**src/rtl/div8_seq_ctrl.sv**
```systemverilog
`default_nettype none
// ============================================================================
// Module   : div8_seq_ctrl
// Purpose  : 8-bit unsigned restoring divider, one quotient bit per clock,
//            with start/ready request and valid/out_ready result handshakes.
//            Optional macro DIV8_DIVZERO_FAST_EN adds dz_o and a one-step
//            divide-by-zero exit.
// Revision : 1.0 - initial release
// ============================================================================
module div8_seq_ctrl (
  input  logic       clk_i,
  input  logic       rst_i,
  input  logic       start_i,
  output logic       ready_o,
  input  logic [7:0] dividend_i,
  input  logic [7:0] divisor_i,
  output logic       valid_o,
  input  logic       out_ready_i,
  output logic [7:0] quotient_o,
  output logic [7:0] remainder_o
`ifdef DIV8_DIVZERO_FAST_EN
  ,
  output logic       dz_o
`endif
);

  typedef enum logic [1:0] {
    S_IDLE = 2'd0,
    S_CALC = 2'd1,
    S_DONE = 2'd2
  } state_t;

  state_t      r_state;
  state_t      w_next;
  logic [7:0]  r_dvd;      // dividend bits shift out, quotient bits shift in
  logic [7:0]  r_dvs;
  logic [7:0]  r_rem;
  logic [2:0]  r_cnt;
  logic [7:0]  r_quo_out;
  logic [7:0]  r_rem_out;
  logic [8:0]  w_shift;
  logic        w_ge;
  logic [7:0]  w_diff;
  logic [7:0]  w_rem_next;
  logic        w_fast;
  logic        w_last;

  // The difference is only used when it fits in 8 bits, so modulo-256 is exact.
  assign w_shift    = {r_rem, r_dvd[7]};
  assign w_ge       = (w_shift >= {1'b0, r_dvs});
  assign w_diff     = w_shift[7:0] - r_dvs;
  assign w_rem_next = w_ge ? w_diff : w_shift[7:0];

`ifdef DIV8_DIVZERO_FAST_EN
  logic r_dz;
  assign w_fast = (r_dvs == 8'd0);
  assign dz_o   = r_dz;

  always_ff @(posedge clk_i or posedge rst_i) begin
    if (rst_i) begin
      r_dz <= 1'b0;
    end else if (r_state == S_IDLE && start_i) begin
      r_dz <= 1'b0;
    end else if (r_state == S_CALC && w_fast) begin
      r_dz <= 1'b1;
    end
  end
`else
  assign w_fast = 1'b0;
`endif

  assign w_last = (r_cnt == 3'd7) || w_fast;

  always_ff @(posedge clk_i or posedge rst_i) begin
    if (rst_i) begin
      r_state <= S_IDLE;
    end else begin
      r_state <= w_next;
    end
  end

  always_comb begin
    w_next  = r_state;
    ready_o = 1'b0;
    valid_o = 1'b0;
    case (r_state)
      S_IDLE: begin
        ready_o = 1'b1;
        if (start_i) w_next = S_CALC;
      end
      S_CALC: begin
        if (w_last) w_next = S_DONE;
      end
      S_DONE: begin
        valid_o = 1'b1;
        if (out_ready_i) w_next = S_IDLE;
      end
      default: w_next = S_IDLE;
    endcase
  end

  always_ff @(posedge clk_i or posedge rst_i) begin
    if (rst_i) begin
      r_dvd     <= 8'd0;
      r_dvs     <= 8'd0;
      r_rem     <= 8'd0;
      r_cnt     <= 3'd0;
      r_quo_out <= 8'd0;
      r_rem_out <= 8'd0;
    end else if (r_state == S_IDLE && start_i) begin
      r_dvd <= dividend_i;
      r_dvs <= divisor_i;
      r_rem <= 8'd0;
      r_cnt <= 3'd0;
    end else if (r_state == S_CALC) begin
      r_dvd <= {r_dvd[6:0], w_ge};
      r_rem <= w_rem_next;
      r_cnt <= r_cnt + 3'd1;
      if (w_last) begin
        // In the fast path r_dvd still holds the untouched dividend.
        if (w_fast) begin
          r_quo_out <= 8'hFF;
          r_rem_out <= r_dvd;
        end else begin
          r_quo_out <= {r_dvd[6:0], w_ge};
          r_rem_out <= w_rem_next;
        end
      end
    end
  end

  assign quotient_o  = r_quo_out;
  assign remainder_o = r_rem_out;

endmodule
`default_nettype wire
```
**config.mk**
```make
export PLATFORM = sky130hd
export DESIGN_NAME = div8_seq_ctrl
export DESIGN_NICKNAME = d
export VERILOG_FILES = /design/src/rtl/div8_seq_ctrl.sv
export SDC_FILE = /design/constraint.sdc
export NUM_CORES = 1
export LEC_CHECK = 0
export BUFFER_PORTS_ARGS = -buffer_cell sky130_fd_sc_hd__clkbuf_2
export CORE_ASPECT_RATIO = 0.7
export CORE_UTILIZATION = 53
export CTS_BUF_LIST = sky130_fd_sc_hd__clkbuf_8
export DETAILED_ROUTE_END_ITERATION = 12
export PLACE_DENSITY = 0.76
export SLEW_MARGIN = 20
export SYNTH_ARGS = -nofsm -noshare
export SYNTH_HDL_FRONTEND = slang
export SYNTH_SLANG_ARGS = --single-unit
```
**constraint.sdc**
```tcl
create_clock -name clk_i -period 4.1 [get_ports clk_i]
set_clock_uncertainty 0.15 [all_clocks]
set_input_delay 0.615 -clock clk_i [delete_from_list [all_inputs] [get_ports clk_i]]
set_output_delay 0.615 -clock clk_i [all_outputs]
set_load 0.02 [all_outputs]
```
* Word level (Yosys, flattened, before mapping)
Cells that the tools add are included.
** Storage, ports and cells
- Register bits :: 45
- Input port bits :: 20
- Output and inout port bits :: 18
- Word-level logic and storage cells :: 35
** Operators by class
- $add $sub $neg :: 2
- Magnitude comparators :: 1
- Equality and inequality tests :: 6
- Multiplexer cells :: 13
- Bitwise operators :: 1
- Reduce and logical (&&, ||, !) cells :: 5
** Operators with widths (count)
- 2-to-1 mux 8 bit :: 5
- >= comparator 9 x 8 -> 1 bit :: 1
- subtractor 8 bit :: 1
- 2-to-1 mux 2 bit :: 3
- 2-to-1 mux 3 bit :: 2
- inequality test 2 bit (second input constant) :: 3
- one-hot mux 2 bit (3 select lines) :: 1
- AND reduction 3 bit :: 2
- adder 3 x 1 -> 3 bit (second input constant) :: 1
- == test 3 bit (second input constant) :: 1
- == test 2 x 1 -> 1 bit (second input constant) :: 1
- == test 2 bit (second input constant) :: 1
- logical NOT 2 bit :: 1
- 2-to-1 mux 1 bit :: 2
- nonzero test 2 bit :: 1
- logical AND 1 bit :: 1
- inverter 1 bit :: 1

* Longest topological paths before layout
Gate-level depths: netlist of run 1.
- Depth after elaboration :: 4
- Depth in mapped cells :: 9
- Gate-level depth less buffers :: 9

* Worst setup path after synthesis of run 1
No wires, ideal clock.
- Kind :: register -> register
- Start :: register r_rem[4]
- End :: register r_rem_out[0] (netlist: remainder_o[0])
- Library setup time :: 0.074 ns
- Arrival :: 1.973 ns
- Required time :: 3.876 ns
- Path slack :: 1.902 ns
- Cell stages (with the launch flop) :: 8
- Buffers on the path :: 1
- Period minus slack after synthesis :: 2.198 ns
- Cells stage by stage :: dfrtp_1 -> ha_1 -> and3_4 -> a221o_1 -> a21o_1 -> buf_6 -> mux2_4 -> o21ai_2
** Between the ends
- Cells in the longest elaborated chain, start to end :: 2
** Ends and longest elaborated chain
- from (decl) :: RTL line 37 : logic [7:0] r_rem;
- from (signal assigned) :: RTL line 117 : r_rem <= w_rem_next;
- >= comparator 9 x 8 -> 1 bit :: RTL line 50 : assign w_ge = (w_shift >= {1'b0, r_dvs});
- 2-to-1 mux 8 bit :: RTL line 52 : assign w_rem_next = w_ge ? w_diff : w_shift[7:0];
- to (signal assigned) :: RTL line 123 : r_rem_out <= r_dvd;
- to (signal assigned) :: RTL line 126 : r_rem_out <= w_rem_next;
- to (decl) :: RTL line 40 : logic [7:0] r_rem_out;
Every way passes these cells.
A chain may end at the register's enable or synchronous reset.

* Worst setup path in the final report of run 1
- Start :: register r_rem[1]
- End :: register r_rem[3]
** Between the ends
- Cells in the longest elaborated chain, start to end :: 4
- Elaborated cells on any way between the ends :: 5
- Those cells by class :: 1 x add/sub; 1 x order compare; 3 x mux
** Ends and longest elaborated chain
- subtractor 8 bit / >= comparator 9 x 8 -> 1 bit (equally long branches) :: RTL line 51, 50
- 2-to-1 mux 8 bit (*) :: RTL line 52
- 2-to-1 mux 8 bit (*) :: RTL line 115 : end else if (r_state == S_CALC) begin
- 2-to-1 mux 8 bit (*) :: RTL line 110 : end else if (r_state == S_IDLE && start_i) begin
Mark *: on every way between the ends. The rest lies on a longest branch, timed or not. The select of a mux whose other input is x is not followed.

==> results.md, run 1 <==
- Max Fclk: 407 MHz
- CTS Sinks: 45
- Clk pwr share: 12.5%
- Die Y: 56.8 µm
- Post-CTS Hold Buffers: 0
- Top FF cell, synth: dfrtp_1
- Pin count of the biggest net entering global routing: 46
- Commonest cells after routing, fill and taps aside: 45 x dfrtp_1, 37 x nand2_1, 37 x clkbuf_2
- Worst-path maximum fanout: 8
- Global-route wire length before repair: 8400 µm
- Pint: 0.00144 W
- Largest area contributor in the netlist: dfrtp_1
- Reg2Reg Depth: 6
- Sequential fraction of the synthesis area: 49.5%
- Post-synth net total: 263
- Leakage: 1.29 nW
- Final Non-Filler Cells: 320
- GRT Resource Usage Total: 25.2%
- Detail Placement HPWL: 3510 µm
- Via-to-Cell Ratio: 5.67
- Flip-flop and latch area: 1130 µm²
- ANT nets after route: 0
- Unrepaired setup endpoints after global routing: no
- Nets: 299
- # rows: 19
- Initial DRC count: 115
- Final setup fails: 0
- I/O pins: 38
- Multi-input gate area: 1040 µm²
- WS Path Type: reg -> reg
- GP Congestion: 0.869
- Die area: 4560 µm²
- Layout cells sized above 1: 22.8%
- Synth area leaders: dfrtp_1 50%, o21ai_0 6.4%, nand2_1 6.1%, ha_1 5.5%, mux2_2 3.5%
- Yosys warns: 0
- Residual DRC count: 0
- Number of flops mapped to enable cells by yosys: 0
- Area growth from synthesis to layout: 14.4%
- Synthesized area: 2270 µm²
- Die X: 80.3 µm
- 1st-pass router iterations: 5
- Max-cap violation count: 0
- Worst hold-check path type: in -> async
- Total grt overflow: 0
- Fraction of power spent switching nets: 44.7%
- H-tree Lvls: 2
- Worst setup EP type: flip-flop
- Synthesized area per cell: 9.80 µm²
- Status: completed
- Initial Utilization: 56.6%
- Initial antenna violation count: 0
- Total CTS buffers: 5
- Syn Inst Count: 232
- Comb power frac: 56.8%
- CORE AREA: 4020 µm²
- Most common cell after layout, fill and taps aside: dfrtp_1
- Post-CTS resize count: 0
- Worst-path clk slew: 0.08 ns
- CTS tree: built
- Crit path DAT: 2.46 ns
- Number of I/O port buffers: 37
- Post-route minimum period: 2.46 ns
- Fin. max-slew vios: 0
- P_sw: 0.00116 W
- Final hold vios: 0
- Fillcell total: 335
- Tcrit/Tclk final: 59.9%
- Inst Count DP: 313
- Worst slew margin: 40.0%
- CP Launch Type: flip-flop
- DRT Wirelength: 4900 µm
- Async set or reset register ratio after synthesis: 100%
- Distinct cells, synth: 40
- FF+latch count, synth: 45
- Clk_lat worst skew: 0.30 ns
- Setup Fix Bufs, Post-CTS: 0
- Via count: 1813
- Vias in the first global route: 1750
- N_diodes: 0
- Flop pwr share: 30.7%
- Synth top area share: 49.5%
- Root Buffer: clkbuf_8
- VDD IR max: 616 µV
- WL/cell: 15.3 µm
- Slew @ Worst Pin: 0.897 ns
- P per Cell Area: 1000 nW/µm²
- Max Root-Sink Buffers: 2
- Setup TNS: 0 ns
- Crit path required time: 4.11 ns
-- registers in the layout (all words and copies together) (netlist names) --
name	count
r_rem	8
r_cnt	3
r_dvd	8
r_state	2
quotient_o	8
remainder_o	8
r_dvs	8
-- Yosys cell counts, drive strengths merged (2+ instances only) --
master	count
inv	15
a21oi	8
clkbuf	10
mux2i	4
xor2	2
a31oi	5
mux2	8
nor3b	2
a221o	2
xnor2	2
nor2	8
a22oi	6
dfrtp	45
nand2b	2
o21ai	31
o31ai	2
nand3	8
and3	2
ha	10
nand2	37
a211oi	2
nor3	2
a21o	4
nor2b	2
-- stage by stage --
step	hold slack (ns)	instance area [µm²]	util (%)	setup slack, ns	power, W
finish	0.273	2600	64.8	1.64	0.00260
global route	0.332	2600	64.8	1.49	0.00284
CTS	0.285	2600	64.8	1.66	0.00261
detailed placement	0.320	2500	62.2	1.69	0.00228
global placement	0.311	2500	62.2	1.70	0.00222
floorplan	0.300	2270	-	1.90	0.00192
-- worst paths after layout --
| path | from | endpoint | slack (ns) |
|---|---|---|---|
| max reg2reg | r_rem[1]$_DFFE_PP0P_ | r_rem[3]$_DFFE_PP0P_ | 1.64 |
| min | rst_i | quotient_o[6]$_DFFE_PP0P_ | 0.27 |
| max in group asynchronous | rst_i | r_dvs[6]$_DFFE_PP0P_ | 3.16 |
| max | r_rem[1]$_DFFE_PP0P_ | r_rem[3]$_DFFE_PP0P_ | 1.64 |
| min reg2reg | remainder_o[3]$_DFFE_PP0P_ | remainder_o[3]$_DFFE_PP0P_ | 0.33 |
| min in group clk_i | remainder_o[3]$_DFFE_PP0P_ | remainder_o[3]$_DFFE_PP0P_ | 0.33 |
-- layout make-up --
| class | count | area share (%) |
|---|---|---|
| Inverter | 15 | 2.16 |
| Clock buffer | 5 | 2.64 |
| Clock inverter | 2 | 1.35 |
| Sequential cell | 45 | 43.3 |
| Tap cell | 52 | 2.50 |
| Timing Repair Buffer | 40 | 7.98 |
| Multi-Input combinational cell | 161 | 40.1 |
-- logic make-up (layout without fill, tap and decap cells) --
kind of cell	Yosys count	after routing	synth area share, %
AOI/OAI and AO/OA	67	67	18.5
xor gates and xnor gates	4	4	1.54
adders and majority gates	11	11	6.38
buffers and inverters	26	62	4.62
DFF	45	45	49.5
muxes	12	12	5.89
and+or+nand+nor	67	67	13.6
-- worst max-delay path, stage by stage (launching register included) --
cell and delay, ns:
dfrtp_1 0.42, ha_1 0.39, o21ai_0 0.12, o21ai_0 0.36, a21o_1 0.41, mux2i_1 0.34, o21ai_0 0.12
-- power by group through the flow --
stage / sequential (W) / combinational [W] / clock, W
final: 0.000799 / 0.00148 / 0.000326
after global routing: 0.000823 / 0.00166 / 0.000357
after CTS: 0.000799 / 0.00148 / 0.000335
after detailed placement: 0.000805 / 0.00147 / 0
after global placement: 0.000794 / 0.00143 / 0
after floorplan: 0.000857 / 0.00106 / 0
-- metal layers --
| layer | GRT usage [%] | routed length (µm) | vias up |
|---|---|---|---|
| met4 | 12.5 | 143 | 0 |
| met2 | 36.6 | 2150 | 57 |
| li1 | - | - | 882 |
| met1 | 35.3 | 2360 | 859 |
| met3 | 5.85 | 242 | 15 |
| met5 | 0 | 0 | - |
Power figures use the tool's default switching activity.
==> inputs of run 2 (changes only) <==
- ABC_AREA: not set -> 1
- PLACE_DENSITY: 0.76 -> 0.78
- clock period: 4.1 -> 2.1 ns (I/O delays scaled with it)
==> run 2 against run 1 <==
  * The flow now finishes with violations (negative hold slack)
  * Flip-flop and latch count unchanged
  * Utilization up 2.1 points
  * Die area up 4.3%
  * Fmax up 25%
  * Non-clock buffer count up 7
  * Synthesized area up 4.5%
  * Final area up 5.7%
  * First-iteration DRC count up 6.1%
  * Synthesized cell count up 24%
  * Critical endpoint is now r_rem[4]$_DFFE_PP0P_
  * Highest routed layer unchanged
==> results.md, run 2 <==
- CORE AREA: 4110 µm² (+2.4%)
- Vias in the first global route: 1771 (+1.2%)
- Synthesized area: 2380 µm² (+4.5%)
- Most common cell after layout, fill and taps aside: nand2_1
- Flip-flop and latch area: 1130 µm² (unchanged)
- Failing checks: negative hold slack
- Max Root-Sink Buffers: 2 (unchanged)
- Distinct cells, synth: 27 (-33%)
- Global-route wire length before repair: 8570 µm (+2.0%)
- Synth top area share: 47.4% (-2.1 points)
- Synthesized area per cell: 8.25 µm² (-16%)
- CTS tree: built
- Clk_lat worst skew: 0.29 ns (about the same)
- Yosys warns: 0 (unchanged)
- Max-cap violation count: 0 (unchanged)
- FF+latch count, synth: 45 (unchanged)
- Crit path required time: 2.14 ns (-1.97 ns)
- Worst setup EP type: flip-flop
- Crit path DAT: 2.00 ns (-0.46 ns)
- Post-CTS Hold Buffers: 0 (unchanged)
- Total grt overflow: 0 (unchanged)
- Residual DRC count: 0 (unchanged)
- Worst slew margin: 62.1% (+22 points)
- Via count: 1989 (+9.7%)
- Post-route minimum period: 1.96 ns (-0.493 ns)
- Largest area contributor in the netlist: dfrtp_1
- Status: finished with violations
- Worst-path maximum fanout: 3 (-5)
- I/O pins: 38 (unchanged)
- N_diodes: 0 (unchanged)
- Async set or reset register ratio after synthesis: 100% (unchanged)
- H-tree Lvls: 2 (unchanged)
- 1st-pass router iterations: 4 (-1)
- Worst-path clk slew: 0.08 ns (about the same)
- Tcrit/Tclk final: 93.5% (+34 points)
- Worst hold-check path type: in -> async
- Fillcell total: 365 (+9.0%)
- Initial antenna violation count: 0 (unchanged)
- DRT Wirelength: 5340 µm (+9.0%)
- Synth area leaders: dfrtp_1 47%, nand2_1 16%, inv_1 5.5%, ha_1 5.3%, nand3_1 4.2%
- Area growth from synthesis to layout: 15.8%
- Most common cell in the netlist: nand2_1
- Root Buffer: clkbuf_8
- Fin. max-slew vios: 0 (unchanged)
- ANT nets after route: 0 (unchanged)
- Hold_ws: -0.0194 ns (-0.292 ns)
- Slew @ Worst Pin: 0.568 ns (-0.329 ns)
- Top FF cell, synth: dfrtp_1
- # rows: 19 (unchanged)
- Detail Placement HPWL: 4030 µm (+15%)
- Flop2flop setup slack: 0.14 ns (-1.51 ns)
- CTS Sinks: 45 (unchanged)
- GRT Resource Usage Total: 24.7% (-0.46 points)
- Pin count of the biggest net entering global routing: 46 (unchanged)
- Post-layout util: 66.9% (+2.1 points)
- Initial DRC count: 122 (+6.1%)
- Via-to-Cell Ratio: 5.15 (-9.1%)
- Number of flops mapped to enable cells by yosys: 0 (unchanged)
- Layout cells sized above 1: 23.7% (+0.89 points)
- Sequential fraction of the synthesis area: 47.4% (-2.1 points)
- Total CTS buffers: 5 (unchanged)
- Number of I/O port buffers: 37 (unchanged)
- WS Path Type: reg -> reg
- Syn Inst Count: 288 (+24%)
- Die X: 82.0 µm (+2.1%)
- Initial Utilization: 57.8% (+1.2 points)
- Max Fclk: 510 MHz (+25%)
- Commonest cells in the synthesized netlist: 104 x nand2_1, 45 x dfrtp_1, 35 x inv_1
- WL/cell: 13.8 µm (-9.6%)
- Post-synth net total: 319 (+21%)
- Final hold vios: 45 (+45)
- Die area: 4760 µm² (+4.3%)
- Multi-input gate area: 1070 µm² (+2.3%)
- CP Launch Type: flip-flop
- Final setup fails: 0 (unchanged)
- Nets: 366 (+22%)
- Commonest cells after routing, fill and taps aside: 104 x nand2_1, 45 x dfrtp_1, 37 x clkbuf_2
- GP Congestion: 0.915 (+5.4%)
- Die Y: 58.0 µm (+2.1%)
-- run 2: worst max-delay path, cell delays in order (launching register included) --
cell,delay (ns)
dfrtp_1,0.38
inv_2,0.09
ha_1,0.19
inv_2,0.07
fa_2,0.43
nand3_1,0.08
nand3_1,0.08
xor2_1,0.16
nand2_2,0.07
nand2_1,0.06
nand2_1,0.06
nand2_1,0.04
-- run 2: repair_timing --
action / 4_1_cts / 5_1_grt
endpoints found under the setup margin: 0 / 12
resized for setup: 0 / 4
setup buffers: 0 / 3
-- run 2: per-stage QoR --
stage / cell area [µm²] / setup TNS, ns / worst slack (ns) / cells / hold slack (ns)
finish: 2750 / 0 / 0.137 / 386 / -0.0194
global route: 2750 / -0.00364 / -0.00364 / 386 / 0.0411
CTS: 2710 / 0 / 0.0650 / 383 / 0.00186
detailed placement: 2640 / 0 / 0.0844 / 377 / 0.315
global placement: 2640 / 0 / 0.143 / 377 / 0.307
floorplan: 2380 / 0 / 0.322 / 288 / 0.251
-- run 2: path summary, 6_finish.rpt --
kind	endpoint	cells past startpoint	start
setup / recovery	r_rem[4]$_DFFE_PP0P_	11	r_dvd[7]$_DFFE_PP0P_
hold / removal	quotient_o[4]$_DFFE_PP0P_	3	rst_i
setup reg to reg	r_rem[4]$_DFFE_PP0P_	11	r_dvd[7]$_DFFE_PP0P_
max in group asynchronous	r_state[0]$_DFFE_PP0P_	3	rst_i
hold reg to reg	r_cnt[0]$_DFFE_PP0P_	1	r_cnt[0]$_DFFE_PP0P_
min in group clk_i	r_state[1]$_DFFE_PP0P_	2	out_ready_i
-- run 2: logic make-up (layout without fill, tap and decap cells) --
kind of cell               after synthesis  count (layout)  synth area share, %
buffers and inverters                   46              92                 7.90
AOI/OAI and AO/OA                       29              29                 7.64
adders and majority gates               11              11                 6.11
and+or+nand+nor                        154             154                 29.9
xor gates and xnor gates                 3               3                 1.11
DFF                                     45              45                 47.4
-- run 2: routing by layer --
| metal | routed length [µm] | part of all wire (%) | vias to the layer above | track usage, % |
|---|---|---|---|---|
| met1 | 2750 | 51 | 925 | 39.6 |
| met2 | 2260 | 42 | 55 | 33.5 |
| met4 | 27 | 0.51 | 0 | 5.26 |
| li1 | - | - | 1005 | - |
| met3 | 301 | 5.6 | 4 | 5.98 |
| met5 | 0 | 0 | - | 0 |
-- run 2: area by class of cell --
| cell class | instances | share of cell area, % |
|---|---|---|
| repair buffers | 47 | 9.91 |
| clock buffers | 5 | 2.50 |
| multi-input cells | 197 | 38.8 |
| inverters | 39 | 5.32 |
| well taps | 52 | 2.36 |
| clock inverters | 1 | 0.182 |
| flip-flops and latches | 45 | 40.9 |
Power of run 2 is left out: the tool's default activity adds up to more than one toggle a clock period on the data nets, which glitch-free logic cannot reach.
